--- src/rtl/fetch_stage.sv ---
// fetch_stage: PC owner, in-order imem reads, FWFT instruction buffer to decode.
// Optional FETCH_NOP_SQUASH_EN drops nop (opcode 2'b10) responses before decode.
module fetch_stage #(
  parameter int IW    = 8,
  parameter int AW    = 8,
  parameter int DEPTH = 4
) (
  input  logic          clk,
  input  logic          reset_n,
  output logic          imem_req,
  output logic [AW-1:0] imem_addr,
  input  logic          imem_rsp_valid,
  input  logic [IW-1:0] imem_rsp_data,
  input  logic          redirect_valid,
  input  logic [AW-1:0] redirect_target,
  output logic          id_valid,
  input  logic          id_ready,
  output logic [IW-1:0] id_instr,
  output logic [AW-1:0] id_pc,
  output logic [1:0]    id_opcode
);

  localparam int PW = (DEPTH > 1) ? $clog2(DEPTH) : 1;
  localparam int CW = $clog2(DEPTH + 1);

  typedef struct packed {
    logic [IW-1:0] instr;
    logic [AW-1:0] pc;
  } fq_t;

  logic [AW-1:0] pc;
  logic [CW-1:0] o_cnt;
  logic [CW-1:0] d_cnt;
  logic [CW-1:0] n_cnt;

  fq_t           fq [DEPTH];
  logic [PW-1:0] fq_wr;
  logic [PW-1:0] fq_rd;

  logic [AW-1:0] aq [DEPTH];
  logic [PW-1:0] aq_wr;
  logic [PW-1:0] aq_rd;

  logic [CW:0]   credit;
  logic          issue;
  logic          take;
  logic          squash;
  logic          push;
  logic          pop;
  fq_t           head;

  always_comb begin
    credit = {1'b0, o_cnt} + {1'b0, n_cnt};
    issue  = reset_n && !redirect_valid
           && (credit < (CW+1)'(DEPTH));
    // stale responses never consume an address-queue slot
    take   = imem_rsp_valid && !redirect_valid
           && (d_cnt == '0);
`ifdef FETCH_NOP_SQUASH_EN
    squash = (imem_rsp_data[IW-1 -: 2] == 2'b10);
`else
    squash = 1'b0;
`endif
    push     = take && !squash;
    id_valid = (n_cnt != '0) && !redirect_valid;
    pop      = id_valid && id_ready;
  end

  assign imem_req  = issue;
  assign imem_addr = pc;

  assign head      = fq[fq_rd];
  assign id_instr  = (n_cnt != '0) ? head.instr : '0;
  assign id_pc     = (n_cnt != '0) ? head.pc : '0;
  assign id_opcode = id_instr[IW-1 -: 2];

  always_ff @(posedge clk or negedge reset_n) begin
    if (!reset_n) begin
      pc    <= '0;
      o_cnt <= '0;
      d_cnt <= '0;
      n_cnt <= '0;
      fq_wr <= '0;
      fq_rd <= '0;
      aq_wr <= '0;
      aq_rd <= '0;
    end else if (redirect_valid) begin
      pc    <= redirect_target;
      o_cnt <= o_cnt - CW'(imem_rsp_valid);
      d_cnt <= o_cnt - CW'(imem_rsp_valid);
      n_cnt <= '0;
      fq_wr <= '0;
      fq_rd <= '0;
      aq_wr <= '0;
      aq_rd <= '0;
    end else begin
      if (issue) begin
        pc    <= pc + AW'(1);
        aq_wr <= aq_wr + PW'(1);
      end
      o_cnt <= o_cnt + CW'(issue) - CW'(imem_rsp_valid);
      if (imem_rsp_valid && (d_cnt != '0))
        d_cnt <= d_cnt - CW'(1);
      if (take)
        aq_rd <= aq_rd + PW'(1);
      if (push)
        fq_wr <= fq_wr + PW'(1);
      if (pop)
        fq_rd <= fq_rd + PW'(1);
      n_cnt <= n_cnt + CW'(push) - CW'(pop);
    end
  end

  always_ff @(posedge clk) begin
    if (issue)
      aq[aq_wr] <= pc;
    if (push)
      fq[fq_wr] <= '{instr: imem_rsp_data, pc: aq[aq_rd]};
  end

endmodule

--- config.mk ---
export PLATFORM = sky130hd
export DESIGN_NAME = fetch_stage
export DESIGN_NICKNAME = d
export VERILOG_FILES = /design/src/rtl/fetch_stage.sv
export SDC_FILE = /design/constraint.sdc
export NUM_CORES = 1
export LEC_CHECK = 0
export BUFFER_PORTS_ARGS = -buffer_cell sky130_fd_sc_hd__buf_2
export CAP_MARGIN = 5
export CORE_MARGIN = 4
export CORE_UTILIZATION = 53
export DETAILED_ROUTE_END_ITERATION = 8
export PLACE_DENSITY = 0.84
export SYNTH_ARGS = -nofsm -noshare
export SYNTH_HDL_FRONTEND = slang
export SYNTH_SLANG_ARGS = --single-unit
--- constraint.sdc ---
create_clock -name clk -period 2.05 [get_ports clk]
set_input_delay 0.3075 -clock clk [delete_from_list [all_inputs] [get_ports clk]]
set_output_delay 0.3075 -clock clk [all_outputs]
set_load 0.005 [all_outputs]
==> out/metrics.csv, run 1 <==
metric,value,unit
root_buffer,clkbuf_8,
peakVddDrop,0.000978,V
drcViolationCount,0,
grt_pass1_wl,15800,um
fillers,603,
cp_max_fo,17,
drv_slew,0,
hold_class,in -> reg,
fin_crit,2.22,ns
ant_nets,0,
antennaDiodeCount,0,
fin_ws,-0.166,ns
status,finished with violations,
crit_family,multiplexers,
seq_power_share,0.366,
cp.depth,4,
clk_pin_slew_worst_paths,0.06,ns
critPathMaxStageDelay,0.56,ns
gp_congestion,0.729,
synth_fp_nets,345,
syn_area_per_cell,17.3,um^2
ys_ff_latch,121,
cp-end-kind,output pin,
antenna_found_initial,0,
rsz0062_at_grt,yes,
grt_pass1_vias,3118,
r2r-start,n_cnt[1],
portBuffers,48,
dieArea,11500,um^2
cts_tree,yes,
setup_tns,-2.63,ns
rows,35,
regToRegSetupSlack,-0.11,ns
area_growth,26.6,%
die_h,107,um
slowest_stage,mux4_1,
hold_viol,0,
regToRegEndpoint,n_cnt[1],
grt_use_met2,0.328,
skew,0.00810,ns
ys_seq_area_frac,0.671,
drv_cap,0,
track_usage,0.185,
startpoint,fq_rd[0],
post_drt_via_cell_ratio,5.36,
violations,negative setup slack,
p_switching,2.43,mW
p_clk_frac,0.364,
worst_pin_slew,0.425,ns
internal_power,6.33,mW
yosysWarningCount,0,
cts_buffers,17,
maxSlewHeadroom,0.716,
period_share,1.08,
synth_area,5230,um^2
use_met1,0.214,
firstDrtPassIters,4,
pwr-share-comb,0.270,
drt_iter0_drc,115,
setup_violations,22,
crit_chain,buf_12 -> mux4_1 -> nor2b_1 -> buf_2,
critPathCapture,id_pc[4],
cts_buffer_depth,2,
whs,0.0217,ns
nets,440,
wire_per_inst,18.1,um
swShare,0.277,
design.core.area,9420,um^2
die_w,107,um
syn_inst,303,
leakagePower,2.56,nW
clk-insertion-delay-late,0.51,ns
hpwl,6060,um
overflow,0,
setup.worst_path.class,reg -> out,
top_usage_layer,met2,
initial_core_util,0.555,
routed_wl,9800,um
cts.sinks,121,
dr_total_vias,2893,
drive_above_1_share,0.377,
critPathArrivalTime,1.91,ns
grt_max_degree,26,
cp_num_buf_inv,2,
htreeDepth,4,
worst-r2r-cell-count,10,
io_pins,49,
synth.distinct_cells,37,
p_per_area,1320,nW/um^2
required,1.74,ns
use_met3,0.0552,
fmax,0.451,GHz
cp-start-kind,flip-flop,
[cells by family after synthesis]
family	synth area share
buffers and inverters	0.0277
adders and majority gates	0.0531
DFF	0.671
and+or+nand+nor	0.0775
xor gates and xnor gates	0.0335
AOI/OAI and AO/OA	0.0144
muxes	0.123
[worst min path at each step]
| stage | endpoint | slack (ns) | cells past startpoint | from |
|---|---|---|---|---|
| floorplan | aq_rd[0] | 0.01 | 0 | reset_n |
| global placement | d_cnt[0] | 0.36 | 2 | reset_n |
| detailed placement | o_cnt[0] | 0.35 | 2 | reset_n |
| CTS | fq[1][8] | 0.002 | 1 | imem_rsp_data[0] |
| global route | fq[3][8] | 0.006 | 1 | imem_rsp_data[0] |
| finish | fq[3][10] | 0.02 | 1 | imem_rsp_data[2] |
[power by group through the flow]
stage	Sequential (mW)	Clock [mW]	Combinational, mW
finish	3.21	3.18	2.36
floorplan	3.16	0	1.43
CTS	3.19	3.22	2.26
detailed placement	3.22	0	2.13
global route	3.23	3.33	2.63
global placement	3.19	0	2.06
[registers in the layout, summed over array words and instances, names as in the netlist, 3 cells and up]
name       count
aq            32
d_cnt          3
fq            64
imem_addr      8
n_cnt          3
o_cnt          3
[per-stage QoR]
step,cells,setup WS (ns),total power [mW],utilization,area [um^2]
final,540,-0.166,8.75,0.703,6620
after global routing,540,-0.238,9.19,0.703,6620
after detailed placement,491,-0.0709,5.35,0.610,5740
after CTS,537,-0.208,8.67,0.694,6530
after floorplan,303,-0.191,4.58,-,5240
after global placement,491,-0.00884,5.25,0.610,5740
[cell usage after synthesis]
cell type  instances  area, um^2
xnor2_1            9        78.8
mux4_2            14         315
nor2b_1           17         106
mux2_2             4        45.0
o21ai_2            1        8.76
nand2_1           10        37.5
nand4_1            4        25.0
ha_1              19         238
buf_12             1        20.0
nand3b_1           2        15.0
fa_1               2        40.0
nand2_2            1        6.26
buf_4              2        15.0
a211oi_1           1        7.51
nand3_1            4        20.0
buf_2              4        20.0
mux2i_1            2        20.0
and3_1             3        18.8
nor4b_4            1        23.8
and4_1             1        8.76
inv_1             16        60.1
dfrtp_1           25         626
clkbuf_1           4        15.0
nor3_2             1        10.0
buf_1              1        3.75
nand2b_1           2        12.5
a21o_2             1        8.76
nor2_1            13        48.8
xor2_1            11        96.3
nor2_4             1        11.3
o21ai_1            3        15.0
buf_6              1        11.3
edfxtp_1          96        2880
o21ai_0            7        35.0
and2_2             4        30.0
and2_1             5        31.3
mux4_1            10         263
[routing by layer]
layer  vias to the layer above  share of wire
met5                         -              0
met4                         0          0.020
met3                        19          0.046
met2                        95           0.53
met1                      1458           0.40
li1                       1321              -
[timing repair]
| item | 4_1_cts | 5_1_grt |
|---|---|---|
| hold endpoints to repair | 39 | 0 |
| cloned | 0 | 0 |
| buffers inserted | 7 | 3 |
| hold buffers | 7 | 0 |
| setup endpoints to repair | 22 | 87 |
| pin swaps | 4 | 6 |
| resized for setup | 7 | 19 |
[layout by cell type, fill, tap and decap left out, types with 3 or more instances in the layout]
cell           instances
clkbuf_16             16
inv_1                 13
bufinv_16              5
xnor2_1                9
mux4_1                 9
nand3_1                3
nand2_1               10
buf_6                  8
nor2b_1               17
mux2_2                 4
mux4_2                15
clkinvlp_4             6
edfxtp_1              96
buf_4                 26
inv_2                  3
ha_4                   3
and2_2                 4
buf_2                 47
o21ai_1                5
nand4_1                4
ha_1                  15
dfrtp_1               24
and3_1                 3
and2_1                 5
dlygate4sd3_1          7
nor2_1                12
o21ai_0                5
xor2_1                11
[layout make-up]
class	instances	area, um^2	area share
Inverter	16	60.1	0.00907
Multi-Input combinational cell	153	1640	0.248
Clock buffer	17	414	0.0626
Tap cell	129	161	0.0244
Sequential cell	121	3510	0.530
Clock inverter	15	225	0.0340
Timing Repair Buffer	89	611	0.0922
(Power assumes the default switching activity.)
==> run 2, diff against run 1 <==
--- a/config.mk
+++ b/config.mk
@@ -8,9 +8,10 @@
 export BUFFER_PORTS_ARGS = -buffer_cell sky130_fd_sc_hd__buf_2
 export CAP_MARGIN = 5
 export CORE_MARGIN = 4
-export CORE_UTILIZATION = 53
+export CORE_UTILIZATION = 40
 export DETAILED_ROUTE_END_ITERATION = 8
-export PLACE_DENSITY = 0.84
+export PLACE_DENSITY = 0.69
+export SETUP_SLACK_MARGIN = 0.3
 export SYNTH_ARGS = -nofsm -noshare
 export SYNTH_HDL_FRONTEND = slang
 export SYNTH_SLANG_ARGS = --single-unit
==> run 2 against run 1 <==
Effect of this change: the run still ends with negative setup slack left; worst setup slack improved by 0.11 ns; critical path depth rose by 7; largest cell class unchanged; die area rose by 30%; via count rose by 0.76%.
==> out/metrics.csv, run 2 (synthesis gave the netlist of run 1 again) <==
metric,value,unit
status,finished with violations,
violations,negative setup slack,
hpwl,5900,um
maxSlewHeadroom,0.710,
antennaDiodeCount,0,
hold_class,in -> reg,
fmax,0.475,GHz
grt_use_met2,0.231,
hold_viol,0,
cp_max_fo,2,
skew,0.00604,ns
use_met3,0.0401,
critPathArrivalTime,2.39,ns
top_usage_layer,met2,
critPathCapture,n_cnt[1],
drv_slew,0,
dp_cells,532,
period_share,1.03,
required,2.33,ns
track_usage,0.143,
hold_path.startpoint,redirect_target[1],
cts.sinks,121,
root_buffer,clkbuf_16,
regToRegEndpoint,n_cnt[1],
die_w,122,um
drv_cap,0,
setup_violations,12,
regToRegSetupSlack,-0.05,ns
cts_tree,yes,
drive_above_1_share,0.467,
die_h,122,um
peakVddDrop,0.000809,V
setup_tns,-0.305,ns
rsz0062_at_grt,yes,
antenna_found_initial,0,
gp_congestion,0.778,
clk-insertion-delay-late,0.40,ns
r2r-start,d_cnt[1],
fin_ws,-0.0548,ns
grt_pass1_vias,3015,
clk_pin_slew_worst_paths,0.05,ns
largest_reg_flops,64,
htreeDepth,4,
p_per_area,1380,nW/um^2
grt_max_degree,26,
design.core.area,12700,um^2
io_pins,49,
cp-start-kind,flip-flop,
nets,447,
initial_core_util,0.411,
fin_cells,590,
mostFrequentLayoutCell,edfxtp_1,
routed_wl,10500,um
cts_buffer_depth,2,
largest_register,fq,
portBuffers,48,
fillers,1020,
post_drt_via_cell_ratio,4.94,
startpoint,d_cnt[1],
drt_iter0_drc,219,
worst-r2r-cell-count,11,
rows,41,
overflow,0,
use_met1,0.192,
dieArea,15000,um^2
cp-end-kind,flip-flop,
cts_buffers,17,
firstDrtPassIters,4,
area_growth,32.7,%
grt_pass1_wl,15900,um
wire_per_inst,17.7,um
final_cell_mix,"96 x edfxtp_1, 47 x buf_2, 25 x buf_4",
setup.worst_path.class,reg -> reg,
ant_nets,0,
fin_crit,2.10,ns
leakagePower,2.68,nW
dr_total_vias,2915,
drcViolationCount,0,
worst_pin_slew,0.435,ns
[run 2: worst min-delay path by stage]
stage                         to  slack (ns)  depth (start not counted)
finish              imem_addr[1]        0.12                          3
global route        imem_addr[1]        0.11                          3
CTS                 imem_addr[1]        0.10                          3
detailed placement      o_cnt[1]        0.35                          2
global placement        o_cnt[1]        0.36                          2
floorplan               aq_rd[0]        0.01                          0
[run 2: layout make-up]
| class | count | area [um^2] | share of cell area |
|---|---|---|---|
| flip-flops and latches | 121 | 3510 | 0.506 |
| repair buffers | 94 | 796 | 0.115 |
| clock buffers | 17 | 425 | 0.0613 |
| multi-input cells | 155 | 1750 | 0.252 |
| inverters | 16 | 60.1 | 0.00865 |
| clock inverters | 15 | 183 | 0.0263 |
| well taps | 172 | 215 | 0.0310 |
[run 2: report_power, final]
group          switching [mW]  internal (mW)
logic                    1.42           1.95
clock network            1.02           2.01
registers               0.210           2.98
total                    2.65           6.94
[run 2: per-layer routing]
layer,share of wire,up-vias
met5,0,-
met4,0.0099,0
met3,0.056,10
met2,0.50,98
met1,0.43,1468
li1,-,1339
[run 2: what timing repair did]
action                     in CTS  in global routing
gates cloned                    4                  3
pin swaps                      22                 17
hold buffers                    1                  0
hold endpoints to repair       25                  0
resized for setup              36                 45
setup buffers                  13                  5
setup endpoints to repair      91                127
[run 2: stage by stage]
step           power (mW)  hold slack, ns   util  cell area (um^2)  worst slack [ns]
2_1_floorplan        4.59          0.0119      -              5240            -0.191
3_3_place_gp         5.28           0.358  0.457              5810           0.00424
3_5_place_dp         5.38           0.354  0.457              5810           -0.0530
4_1_cts              9.10           0.102  0.528              6720           -0.0799
5_1_grt              10.1           0.109  0.546              6940            -0.168
6_report             9.59           0.117  0.546              6940           -0.0548
[run 2: worst max-delay path: stages (launching register included)]
cell,delay (ns)
dfrtp_1,0.37
inv_2,0.08
ha_4,0.13
nand3b_1,0.11
nor2_2,0.13
inv_1,0.06
ha_1,0.30
inv_2,0.08
ha_4,0.14
inv_2,0.03
fa_2,0.52
nor2_2,0.03
==> run 3, diff against run 2 <==
--- a/config.mk
+++ b/config.mk
@@ -5,12 +5,12 @@
 export SDC_FILE = /design/constraint.sdc
 export NUM_CORES = 1
 export LEC_CHECK = 0
+export ABC_AREA = 1
 export BUFFER_PORTS_ARGS = -buffer_cell sky130_fd_sc_hd__buf_2
 export CAP_MARGIN = 5
 export CORE_MARGIN = 4
 export CORE_UTILIZATION = 40
 export DETAILED_ROUTE_END_ITERATION = 8
-export PLACE_DENSITY = 0.69
 export SETUP_SLACK_MARGIN = 0.3
 export SYNTH_ARGS = -nofsm -noshare
 export SYNTH_HDL_FRONTEND = slang
==> run 3 against run 2 <==
Effect of this change: the flow now finishes without violations; cell count rose by 31%; wire length up 13%; area after synthesis increased by 3.6%; register-to-register slack improved by 0.07 ns; non-clock buffer count up 3; core utilization shrank 1.2 points; critical path type unchanged.
==> out/metrics.csv, run 3 <==
metric,value,unit
synth_area,5420,um^2
io_pins,49,
p_clk_frac,0.309,
post_drt_via_cell_ratio,4.93,
crit_family,adder cells,
largest_register,fq,
crit_chain,ha_1 -> nand3_2 -> nand2_4 -> nor2_8 -> ha_4 -> fa_2 -> xnor2_2 -> or2_4 -> nand3_2 -> nand2_1,
ys_ff_latch,121,
synth-async-reset-ratio,0.207,
placed_area,6030,um^2
cts_buffers,17,
pre_cts_ws,-0.0159,ns
seq_power_share,0.355,
htreeDepth,4,
synth_edf_count,96,
setup.worst_path.class,reg -> reg,
syn_inst,486,
grt_pass1_vias,3735,
startpoint,n_cnt[1],
maxSlewHeadroom,0.740,
cp_max_fo,2,
r2r-start,n_cnt[1],
rsz0062_at_grt,yes,
clk_pin_slew_worst_paths,0.06,ns
largest_reg_flops,64,
die_h,124,um
fin_cells,770,
area_growth,30.6,%
die_w,124,um
yosys.cell_count.top_type,nor2_1,
root_buffer,clkbuf_16,
grt_pass1_wl,18700,um
wire_per_inst,15.3,um
fin_area,7070,um^2
peakVddDrop,0.000773,V
p_switching,3.07,mW
overflow,0,
portBuffers,48,
drive_above_1_share,0.328,
yosysWarningCount,0,
p_per_area,1330,nW/um^2
internal_power,6.32,mW
nets,625,
ys_top_cells_by_area,"edfxtp_1 53%, dfrtp_1 12%, nor2_1 6.7%, o21ai_0 5.0%, ha_1 4.4%",
swShare,0.327,
synth_fp_nets,528,
yosysTopAreaCell,edfxtp_1,
track_usage,0.152,
cts_tree,yes,
fin_ws,0.0182,ns
initial_core_util,0.409,
antennaDiodeCount,0,
synth_top_area_frac,0.532,
cp-start-kind,flip-flop,
fmax,0.492,GHz
required,2.33,ns
fin_crit,2.03,ns
hold_class,in -> async,
cp_num_buf_inv,0,
timing.critical_path.mode_cell,nand3_2,
design.core.area,13200,um^2
grt_max_degree,26,
syn_area_per_cell,11.1,um^2
dp_cells,716,
period_share,0.991,
routed_wl,11800,um
critPathMaxStageDelay,0.39,ns
drv_cap,0,
pwr-share-comb,0.335,
cp-end-kind,flip-flop,
dr_total_vias,3795,
cts.sinks,121,
worst_pin_slew,0.390,ns
multiInputGateArea,1840,um^2
synth_common_cells,"97 x nor2_1, 96 x edfxtp_1, 54 x o21ai_0",
synth.distinct_cells,30,
leakagePower,2.85,nW
status,"complete, no violations",
skew,0.00873,ns
ys_seq_area_frac,0.648,
dieArea,15500,um^2
mostFrequentLayoutCell,edfxtp_1,
setup_tns,0,ns
fillers,1160,
drt_iter0_drc,279,
setup_violations,0,
rows,42,
synth_flop_cell,edfxtp_1,
slowest_stage,dfrtp_1,
critPathArrivalTime,2.31,ns
clk-insertion-delay-late,0.40,ns
seq_area,3510,um^2
drv_slew,0,
firstDrtPassIters,6,
hold_viol,0,
cts_buffer_depth,2,
ant_nets,0,
whs,0.0236,ns
final_cell_mix,"96 x edfxtp_1, 75 x nor2_1, 51 x nand2_1",
hpwl,7110,um
gp_congestion,0.781,
drcViolationCount,0,
antenna_found_initial,0,
-- run 3: cell types whose count changed after synthesis, sizes merged, moves of 19 or more --
cell	before	now
a21oi	0	19
o21ai	11	63
nor2	14	103
inv	16	37
mux4	24	0
nand3	4	24
nand2	11	57
-- run 3: metrics by stage --
step,util,total power [mW]
3_3_place_gp,0.455,5.64
4_1_cts,0.510,8.98
3_5_place_dp,0.455,5.74
2_1_floorplan,-,4.87
6_report,0.534,9.40
5_1_grt,0.534,9.99
-- run 3: timing repair --
item | 4_1_cts | 5_1_grt
gates resized for setup | 19 | 79
endpoints found under the setup margin | 100 | 104
hold endpoints to repair | 25 | 0
setup buffers | 6 | 13
cloned | 2 | 2
hold buffers | 1 | 0
pin swaps | 9 | 22
-- run 3: cell type report --
type,count,share of cell area
timing repair inverter,2,0.00248
sequential,121,0.497
tap,176,0.0311
multi-input combinational,307,0.261
inverter,37,0.0218
clock buffer,17,0.0602
timing repair buffer,97,0.105
clock inverter,13,0.0219
-- run 3: cell families (layout without fill, tap and decap cells) --
| family | count (synthesis) | after routing | synth area share |
|---|---|---|---|
| fa+ha+maj | 21 | 21 | 0.0513 |
| buf+inv | 58 | 166 | 0.0543 |
| compound gates | 95 | 95 | 0.0919 |
| xor+xnor | 4 | 4 | 0.00647 |
| simple gates | 187 | 187 | 0.148 |
| flops | 121 | 121 | 0.648 |
-- run 3: routing by layer --
metal | wire length, um | GRT usage
met2 | 6050 | 0.259
met5 | 0 | 0
met3 | 523 | 0.0433
met1 | 5050 | 0.187
met4 | 157 | 0.0477
-- run 3: power groups by stage --
stage	clock, mW	combinational, mW	sequential, mW
after detailed placement	0	2.39	3.35
after floorplan	0	1.61	3.26
after global placement	0	2.30	3.33
final	2.90	3.15	3.34
after global routing	3.08	3.53	3.38
after CTS	2.95	2.71	3.31
-- run 3: worst min-delay path, cell delays in order --
cell    delay (ns)
buf_2         0.12
buf_4         0.16
buf_12        0.19
-- run 3: path summary, 6_finish.rpt --
| kind | slack, ns | depth (start not counted) | end |
|---|---|---|---|
| hold / removal | 0.02 | 3 | o_cnt[0] |
| setup / recovery | 0.02 | 10 | o_cnt[2] |
| setup reg to reg | 0.02 | 10 | o_cnt[2] |
| min in group clk | 0.12 | 1 | fq[0][9] |
| max in group asynchronous | 1.86 | 3 | fq_rd[1] |
| hold reg to reg | 0.56 | 1 | fq_wr[0] |
